## src/rtl/ext_pkg.sv

```systemverilog
// Shared definitions for the extend arbiter: mode encodings, FSM state type,
// datapath widths and the extend helper used by the mode datapath.
// Optional feature EXT_ARB_STATS_EN (per-requester grant counters) lives in ext_arbiter.
package ext_pkg;

   localparam int DATA_W = 16;
   localparam int RES_W  = 32;

   // Extend mode encodings carried on reqN_mode_i
   typedef enum logic [1:0] {
      EXT_SIGN  = 2'b00,
      EXT_ZERO  = 2'b01,
      EXT_UPPER = 2'b10,
      EXT_BR    = 2'b11
   } ext_mode_e;

   // Result slot occupancy
   typedef enum logic {
      ST_EMPTY = 1'b0,
      ST_FULL  = 1'b1
   } ext_state_e;

   // Build the 32-bit result for one 16-bit immediate and its mode
   function automatic logic [RES_W-1:0] ext_apply(input logic [DATA_W-1:0] d,
                                                  input ext_mode_e         m);
      logic [RES_W-1:0] r;
      r = '0;
      case (m)
         EXT_SIGN:  r = {{16{d[15]}}, d};
         EXT_ZERO:  r = {16'h0000, d};
         EXT_UPPER: r = {d, 16'h0000};
         EXT_BR:    r = {{14{d[15]}}, d, 2'b00};
         default:   r = '0;
      endcase
      return r;
   endfunction

endpackage

```

## src/rtl/ext_unit.sv

```systemverilog
// Purpose: combinational immediate extender (sign, zero, upper, branch offset).
// Latency: 0 cycles, pure combinational.
// Backpressure: none; the arbiter feeds it the granted requester only.
module ext_unit
   import ext_pkg::*;
(
   input  logic [DATA_W-1:0] data_i,
   input  logic [1:0]        mode_i,
   output logic [RES_W-1:0]  res_o
);

   logic [RES_W-1:0] w_res;

   // Apply the selected extension to the shared operand
   always_comb begin
      w_res = ext_apply(data_i, ext_mode_e'(mode_i));
   end

   assign res_o = w_res;

endmodule

```

## src/rtl/ext_arbiter.sv

```systemverilog
// Purpose: round-robin arbiter of two immediate requesters into one extend unit and a one-entry result register.
// Latency: 1 cycle from accepted request to res_valid_o; readies are combinational.
// Backpressure: readies drop to 0 while the result slot is held and not drained. Optional EXT_ARB_STATS_EN adds saturating grant counters.
module ext_arbiter
   import ext_pkg::*;
#(
   parameter int CNT_W = 16
) (
   input  logic              clk_i,
   input  logic              rst_i,
   input  logic              req0_valid_i,
   input  logic [DATA_W-1:0] req0_data_i,
   input  logic [1:0]        req0_mode_i,
   output logic              req0_ready_o,
   input  logic              req1_valid_i,
   input  logic [DATA_W-1:0] req1_data_i,
   input  logic [1:0]        req1_mode_i,
   output logic              req1_ready_o,
   output logic              res_valid_o,
   output logic [RES_W-1:0]  res_data_o,
   output logic              res_id_o,
`ifdef EXT_ARB_STATS_EN
   output logic [CNT_W-1:0]  grant0_cnt_o,
   output logic [CNT_W-1:0]  grant1_cnt_o,
`endif
   input  logic              res_ready_i
);

   // A zero-width counter makes no sense in either build
   if (CNT_W < 1) begin : g_bad_cnt_w
      $error("ext_arbiter: CNT_W must be at least 1");
   end

   ext_state_e       r_state;
   logic             r_ptr;
   logic [RES_W-1:0] r_data;
   logic             r_id;

   logic              w_xfer;
   logic              w_free;
   logic              w_both;
   logic              w_gnt0;
   logic              w_gnt1;
   logic              w_grant;
   logic [DATA_W-1:0] w_sel_data;
   logic [1:0]        w_sel_mode;
   logic [RES_W-1:0]  w_ext;

   // Slot frees up when empty or drained on this edge; held low while in reset
   assign w_xfer = (r_state == ST_FULL) & res_ready_i;
   assign w_free = rst_i & ((r_state == ST_EMPTY) | w_xfer);
   assign w_both = req0_valid_i & req1_valid_i;

   // Pick one requester: pointer breaks ties, a lone requester always wins
   always_comb begin
      w_gnt0 = 1'b0;
      w_gnt1 = 1'b0;
      if (w_both) begin
         if (r_ptr) w_gnt1 = 1'b1;
         else       w_gnt0 = 1'b1;
      end else if (req0_valid_i) begin
         w_gnt0 = 1'b1;
      end else if (req1_valid_i) begin
         w_gnt1 = 1'b1;
      end
   end

   assign req0_ready_o = w_free & w_gnt0;
   assign req1_ready_o = w_free & w_gnt1;
   assign w_grant      = req0_ready_o | req1_ready_o;

   // Route the winning operand into the single shared extender
   always_comb begin
      w_sel_data = req0_data_i;
      w_sel_mode = req0_mode_i;
      if (w_gnt1) begin
         w_sel_data = req1_data_i;
         w_sel_mode = req1_mode_i;
      end
   end

   ext_unit u_ext_unit (
      .data_i (w_sel_data),
      .mode_i (w_sel_mode),
      .res_o  (w_ext)
   );

   // Result slot FSM, result register and round-robin pointer
   always_ff @(posedge clk_i or negedge rst_i) begin
      if (!rst_i) begin
         r_state <= ST_EMPTY;
         r_data  <= '0;
         r_id    <= 1'b0;
         r_ptr   <= 1'b0;
      end else begin
         case (r_state)
            ST_EMPTY: begin
               if (w_grant) begin
                  r_state <= ST_FULL;
                  r_data  <= w_ext;
                  r_id    <= w_gnt1;
               end
            end
            ST_FULL: begin
               if (w_xfer) begin
                  if (w_grant) begin
                     r_data <= w_ext;
                     r_id   <= w_gnt1;
                  end else begin
                     r_state <= ST_EMPTY;
                  end
               end
            end
            default: r_state <= ST_EMPTY;
         endcase
         // Pointer only moves on a contested grant, to the loser
         if (w_grant && w_both) begin
            r_ptr <= w_gnt0;
         end
      end
   end

   assign res_valid_o = (r_state == ST_FULL);
   assign res_data_o  = r_data;
   assign res_id_o    = r_id;

`ifdef EXT_ARB_STATS_EN
   logic [CNT_W-1:0] r_cnt0;
   logic [CNT_W-1:0] r_cnt1;

   // Saturating accepted-request counters, one per requester
   always_ff @(posedge clk_i or negedge rst_i) begin
      if (!rst_i) begin
         r_cnt0 <= '0;
         r_cnt1 <= '0;
      end else begin
         if (req0_ready_o && (r_cnt0 != {CNT_W{1'b1}})) r_cnt0 <= r_cnt0 + 1'b1;
         if (req1_ready_o && (r_cnt1 != {CNT_W{1'b1}})) r_cnt1 <= r_cnt1 + 1'b1;
      end
   end

   assign grant0_cnt_o = r_cnt0;
   assign grant1_cnt_o = r_cnt1;
`endif

endmodule
```

## config.mk

```make
export PLATFORM = sky130hd
export DESIGN_NAME = ext_arbiter
export DESIGN_NICKNAME = d
export VERILOG_FILES = /design/src/rtl/ext_pkg.sv /design/src/rtl/ext_unit.sv /design/src/rtl/ext_arbiter.sv
export SDC_FILE = /design/constraint.sdc
export NUM_CORES = 1
export LEC_CHECK = 0
export BUFFER_PORTS_ARGS = -buffer_cell sky130_fd_sc_hd__buf_2
export CAP_MARGIN = 25
export CELL_PAD_IN_SITES_DETAIL_PLACEMENT = 0
export CELL_PAD_IN_SITES_GLOBAL_PLACEMENT = 1
export CORE_UTILIZATION = 37
export DETAILED_ROUTE_END_ITERATION = 16
export PLACE_DENSITY_LB_ADDON = 0.1
export SYNTH_ARGS = -nofsm -noshare
export SYNTH_HDL_FRONTEND = slang
export SYNTH_SLANG_ARGS = --single-unit
```

## constraint.sdc

```tcl
create_clock -name clk_i -period 2 [get_ports clk_i]
set_input_delay 0.3 -clock clk_i [delete_from_list [all_inputs] [get_ports clk_i]]
set_output_delay 0.3 -clock clk_i [all_outputs]
set_load 0.01 [all_outputs]
```

# Word-level counts from Yosys, hierarchy flattened
# Index checks and enable logic that the tools add are counted.
dict set report totals {
  word_cells 37
  mem_bits_ro 0
  input_bits 41
  latchBits 0
  out_inout_bits 36
  ramBits 0
  register_bits 35
  mem_count 0
}
dict set report op_classes {
  n_shift 0
  n_mul 0
  n_reduce_logical 2
  eq_ne 4
  mux 19
  add_sub_neg 0
  n_div 0
  order_cmp 0
  bitwise 8
}
# cell count
set op_table {}
lappend op_table {{$pmux W32 S4} 1}
lappend op_table {{$mux W32} 2}
lappend op_table {{$pmux W32 S2} 1}
lappend op_table {{$mux W16} 1}
lappend op_table {{$mux W1} 11}
lappend op_table {{$and A1 B1 Y1} 5}
lappend op_table {{$eq A2 B2 Y1 const B} 2}
lappend op_table {{$pmux W1 S2} 2}
lappend op_table {{$eq A2 B1 Y1 const B} 1}
lappend op_table {{$logic_not A2 Y1} 1}
lappend op_table {{$mux W2} 1}
lappend op_table {{$ne A2 B1 Y1 const B} 1}
lappend op_table {{$or A1 B1 Y1} 2}
lappend op_table {{$logic_and A1 B1 Y1} 1}
lappend op_table {{$not A1 Y1} 1}

# Longest topological paths before layout
dict set report logic_depth {
  depth_word 9
  mapped_depth 6
}

# By module
# A second synthesis with hierarchy kept.
dict set report hier_totals {
  hier_cells 162
  hier_area_um2 2083.2
}
# module area_per_inst_um2 cells_each n_inst
set modules_own_cells {}
lappend modules_own_cells {ext_arbiter 1571.5 102 1}
lappend modules_own_cells {ext_unit 511.7 60 1}

# Worst setup path after synthesis
# Ideal clock, no wire load.
dict set report synth_timing {
  path_kind {register -> register}
  from {register r_state, in the netlist res_valid_o}
  to {register r_data[17], in the netlist res_data_o[17]}
  arrival_time_ps 1372
  path_buffers 1
  path_slack_ps 502
  t_required_ps 1874
  synth_period_minus_slack_ps 1498
  stages_incl_launch_ff 6
  setup_ps 126
  cell_sequence {dfrtp_1 > nand2b_1 > o211a_1 > buf_2 > o211ai_2 > o32a_1}
}
dict set report synth_via {
  elab_chain_cells 8
}
# item line
set synth_lines {}
lappend synth_lines {{start, declared} ext_arbiter.sv:34} ;# ext_state_e r_state;
lappend synth_lines {{start signal, assigned} ext_arbiter.sv:91} ;# r_state <= ST_EMPTY;
lappend synth_lines {{start signal, assigned} ext_arbiter.sv:99} ;# r_state <= ST_FULL;
lappend synth_lines {{start signal, assigned} ext_arbiter.sv:110} ;# r_state <= ST_EMPTY;
lappend synth_lines {{$and A1 B1 Y1 or $not A1 Y1 (tied branches)} n/a}
lappend synth_lines {{$or A1 B1 Y1} ext_arbiter.sv:51} ;# assign w_free = rst_i & ((r_state == ST_EMPTY) | w_xfer);
lappend synth_lines {{$and A1 B1 Y1} ext_arbiter.sv:51}
lappend synth_lines {{$and A1 B1 Y1, on equally long branches} {ext_arbiter.sv:68, ext_arbiter.sv:69}}
lappend synth_lines {{$or A1 B1 Y1} ext_arbiter.sv:70} ;# assign w_grant = req0_ready_o | req1_ready_o;
lappend synth_lines {{$mux W32 (2 in a row)} n/a}
lappend synth_lines {{$pmux W32 S2} ext_arbiter.sv:96} ;# case (r_state)
lappend synth_lines {{end signal, assigned} ext_arbiter.sv:100} ;# r_data <= w_ext;
lappend synth_lines {{end signal, assigned} ext_arbiter.sv:107} ;# r_data <= w_ext;
lappend synth_lines {{end, declared} ext_arbiter.sv:36} ;# logic [RES_W-1:0] r_data;
# Several ways; a longest one is shown, not always the timed one. The select of a mux whose other input is x is not followed.
# A chain may end at the register's enable or synchronous reset.

# Worst setup path after layout
dict set report layout_timing {
  from {register r_ptr}
  to {output port req1_ready_o}
}
dict set report layout_via {
  elab_chain_cells 3
}
# item line
set layout_lines {}
lappend layout_lines {{start, declared} ext_arbiter.sv:35} ;# logic r_ptr;
lappend layout_lines {{start signal, assigned} ext_arbiter.sv:118} ;# r_ptr <= w_gnt0;
lappend layout_lines {{$mux W1} ext_arbiter.sv:59} ;# if (r_ptr) w_gnt1 = 1'b1;
lappend layout_lines {{$mux W1} ext_arbiter.sv:58} ;# if (w_both) begin
lappend layout_lines {{$and A1 B1 Y1} ext_arbiter.sv:69} ;# assign req1_ready_o = w_free & w_gnt1;
lappend layout_lines {{end, declared} ext_arbiter.sv:18} ;# output logic req1_ready_o,
# No other way between the ends.

==> out/metrics.yaml <==
status: "complete, no violations"
synth_flop_cell: "dfrtp_1"
ys_warn_count: 0
grt_pass1_wl_um: 11000
drcViolationCount: 0
max_freq_mhz: 570
ir_drop_mv: 0.375
fin_crit_sh_pct: 87.7
overflow: 0
hold_buffers: 0
synth-simple-area-share_pct: 22.8
leakagePower_uw: 0.00131
rsz0062_at_grt: "false"
cap_viol_max_count: 0
cts_tree: "yes"
design_area_um2: 2760
root_buffer: "clkbuf_8"
grt_max_degree: 30
initial_utilization_pct: 38.9
synthAdderAreaFrac_pct: 0
worst_pin_slew_ns: 0.548
routed_wl_um: 6910
grt_pass1_vias: 2061
nFillCells: 571
worst-path-max-fanout: 7
numCtsBuffers: 5
startpoint_type: "register"
vias: 2136
die_area_um2: 6170
clock_latency_ns: 0.29
met2_usage_pct: 37.4
synth_compound_area_share_pct: 23.8
fp-row-count: 27
synth_edf_count: 0
syn_inst: 233
slew_headroom_pct: 63.4
syn_to_final_growth_pct: 27.5
worstPathArrival_ns: 1.45
tns_ns: 0
crit_family: "simple AND/OR/NAND/NOR gates"
cp-end-kind: "output port"
io_pins: 77
min_period_ns: 1.75
wl_per_cell_um: 17.9
max_stage_delay_ns: 0.41
async_reset_ff_share_pct: 100
p_per_area_nw_per_um2: 875
final_nets: 354
cts_resized: 0
synth_mux_area_share_pct: 6.47
diodes: 0
hp-class: "input pin to asynchronous set/reset pin"
antenna_found_initial: 0
cp.required_ns: 1.70
finalHoldViolCount: 0
gp_congestion: 0.844
drive_gt1_share_pct: 33.2
synth_top_family_by_area: "compound AO/OA/AOI/OAI gates"
die_h_um: 78.5
fp.coreArea_um2: 5570
crit_chain: "nand2b_1 -> nand4_1 -> buf_4 -> inv_1 -> buf_2"
syn-num-nets: 274
rr_startpoint: "r_ptr"
ant_nets: 0
io_buffers: 76
syn_area_um2: 2170
cp_num_buf_inv: 3
dpl_worst_slack_ns: 0.265
top_usage_layer: "met2"
use_met3_pct: 4.07
synth_area_per_cell_um2: 9.30
drtPass1Iterations: 4
htree_levels: 2
cts_setup_buffers: 0
setup_violations: 0
gr-usage-all-layers_pct: 23.4
ys_seq_area_share_pct: 40.4
clkSinkCount: 35
path_clk_slew_ns: 0.07
synth-xor-area-share_pct: 0.808
crit_type: "register to output port"
drt_iter0_drc: 84
grt_use_met1_pct: 32.2
multi_input_area_um2: 1170
cts_buffer_depth: 2
critical_path.slowest_cell: "dfrtp_1"
slew_viol_final: 0
ys_ff_latch: 35
place_area_um2: 2660
regArea_um2: 876
viasPerCell: 5.55
crit_start: "r_ptr"
die_w_um: 78.5
setup_ws_ns: 0.245
synthDistinctLibCells: 35
hpwl_um: 5090
skew_ns: 0.00338
[routing by layer]
| layer | vias to the layer above | wire length, um |
|---|---|---|
| li1 | 1056 | - |
| met1 | 1007 | 3270 |
| met2 | 67 | 3210 |
| met3 | 6 | 347 |
| met4 | 0 | 78 |
| met5 | - | 0 |
[layout by cell type, fill, tap and decap left out, drive strengths merged, types with 6 or more instances in the layout]
| master | n |
|---|---|
| a21oi | 11 |
| a311oi | 13 |
| and3 | 18 |
| buf | 93 |
| clkbuf | 6 |
| dfrtp | 35 |
| inv | 6 |
| mux2i | 14 |
| nand2 | 22 |
| nand2b | 8 |
| nor2 | 14 |
| nor4b | 12 |
| o21ai | 7 |
| o22ai | 11 |
| o32a | 9 |
[kinds of logic after synthesis]
| kind of cell | count (synthesis) |
|---|---|
| flip-flops | 35 |
| AO/OA/AOI/OAI | 68 |
| AND/OR/NAND/NOR | 88 |
| multiplexers | 14 |
| buffers and inverters | 26 |
| XOR/XNOR | 2 |
[synthesized netlist by cell type, types with 7 or more instances]
library cell | n | area (um^2)
a21oi_1 | 11 | 55.1
a311oi_1 | 13 | 114
and3_1 | 18 | 113
clkbuf_1 | 11 | 41.3
dfrtp_1 | 35 | 876
mux2i_1 | 14 | 140
nand2_1 | 22 | 82.6
nand2b_1 | 8 | 50.1
nor2_1 | 13 | 48.8
nor4b_1 | 12 | 105
o21ai_0 | 7 | 35.0
o22ai_1 | 11 | 68.8
o32a_1 | 9 | 90.1
[path summary, 6_finish.rpt]
| check | endpoint | slack [ns] | cells after the start |
|---|---|---|---|
| max | req1_ready_o | 0.25 | 5 |
| min | res_data_o[29] | 0.005 | 2 |
| max reg2reg | res_data_o[17] | 0.33 | 4 |
| min reg2reg | res_data_o[1] | 0.48 | 2 |
| max in group asynchronous | res_data_o[25] | 1.59 | 2 |
| min in group clk_i | res_data_o[8] | 0.36 | 3 |
[through the flow]
stage / cells / power (uW) / util (%) / hold WS [ns]
6_report: 385 / 2420 / 49.6 / 0.00458
5_1_grt: 385 / 2570 / 49.6 / 0.0257
4_1_cts: 383 / 2430 / 49.3 / 0.00731
3_5_place_dp: 376 / 1900 / 47.7 / 0.326
3_3_place_gp: 376 / 1880 / 47.7 / 0.321
2_1_floorplan: 233 / 1510 / - / 0.00441
[registers in the layout (all words and copies together), names as in the netlist]
name,count
r_ptr,1
res_data_o,32
res_id_o,1
res_valid_o,1
[power by group]
part / total [uW] / internal [uW] / switching (uW)
registers: 979 / 880 / 99.1
logic: 905 / 402 / 503
clock network: 535 / 270 / 265
[final cells by class]
class	instances	share of cell area, %
inverters	6	0.815
well taps	72	3.26
multi-input cells	172	42.2
flip-flops and latches	35	31.7
repair buffers	93	18.8
clock inverters	1	0.181
clock buffers	6	2.99
(Power assumes the default switching activity.)
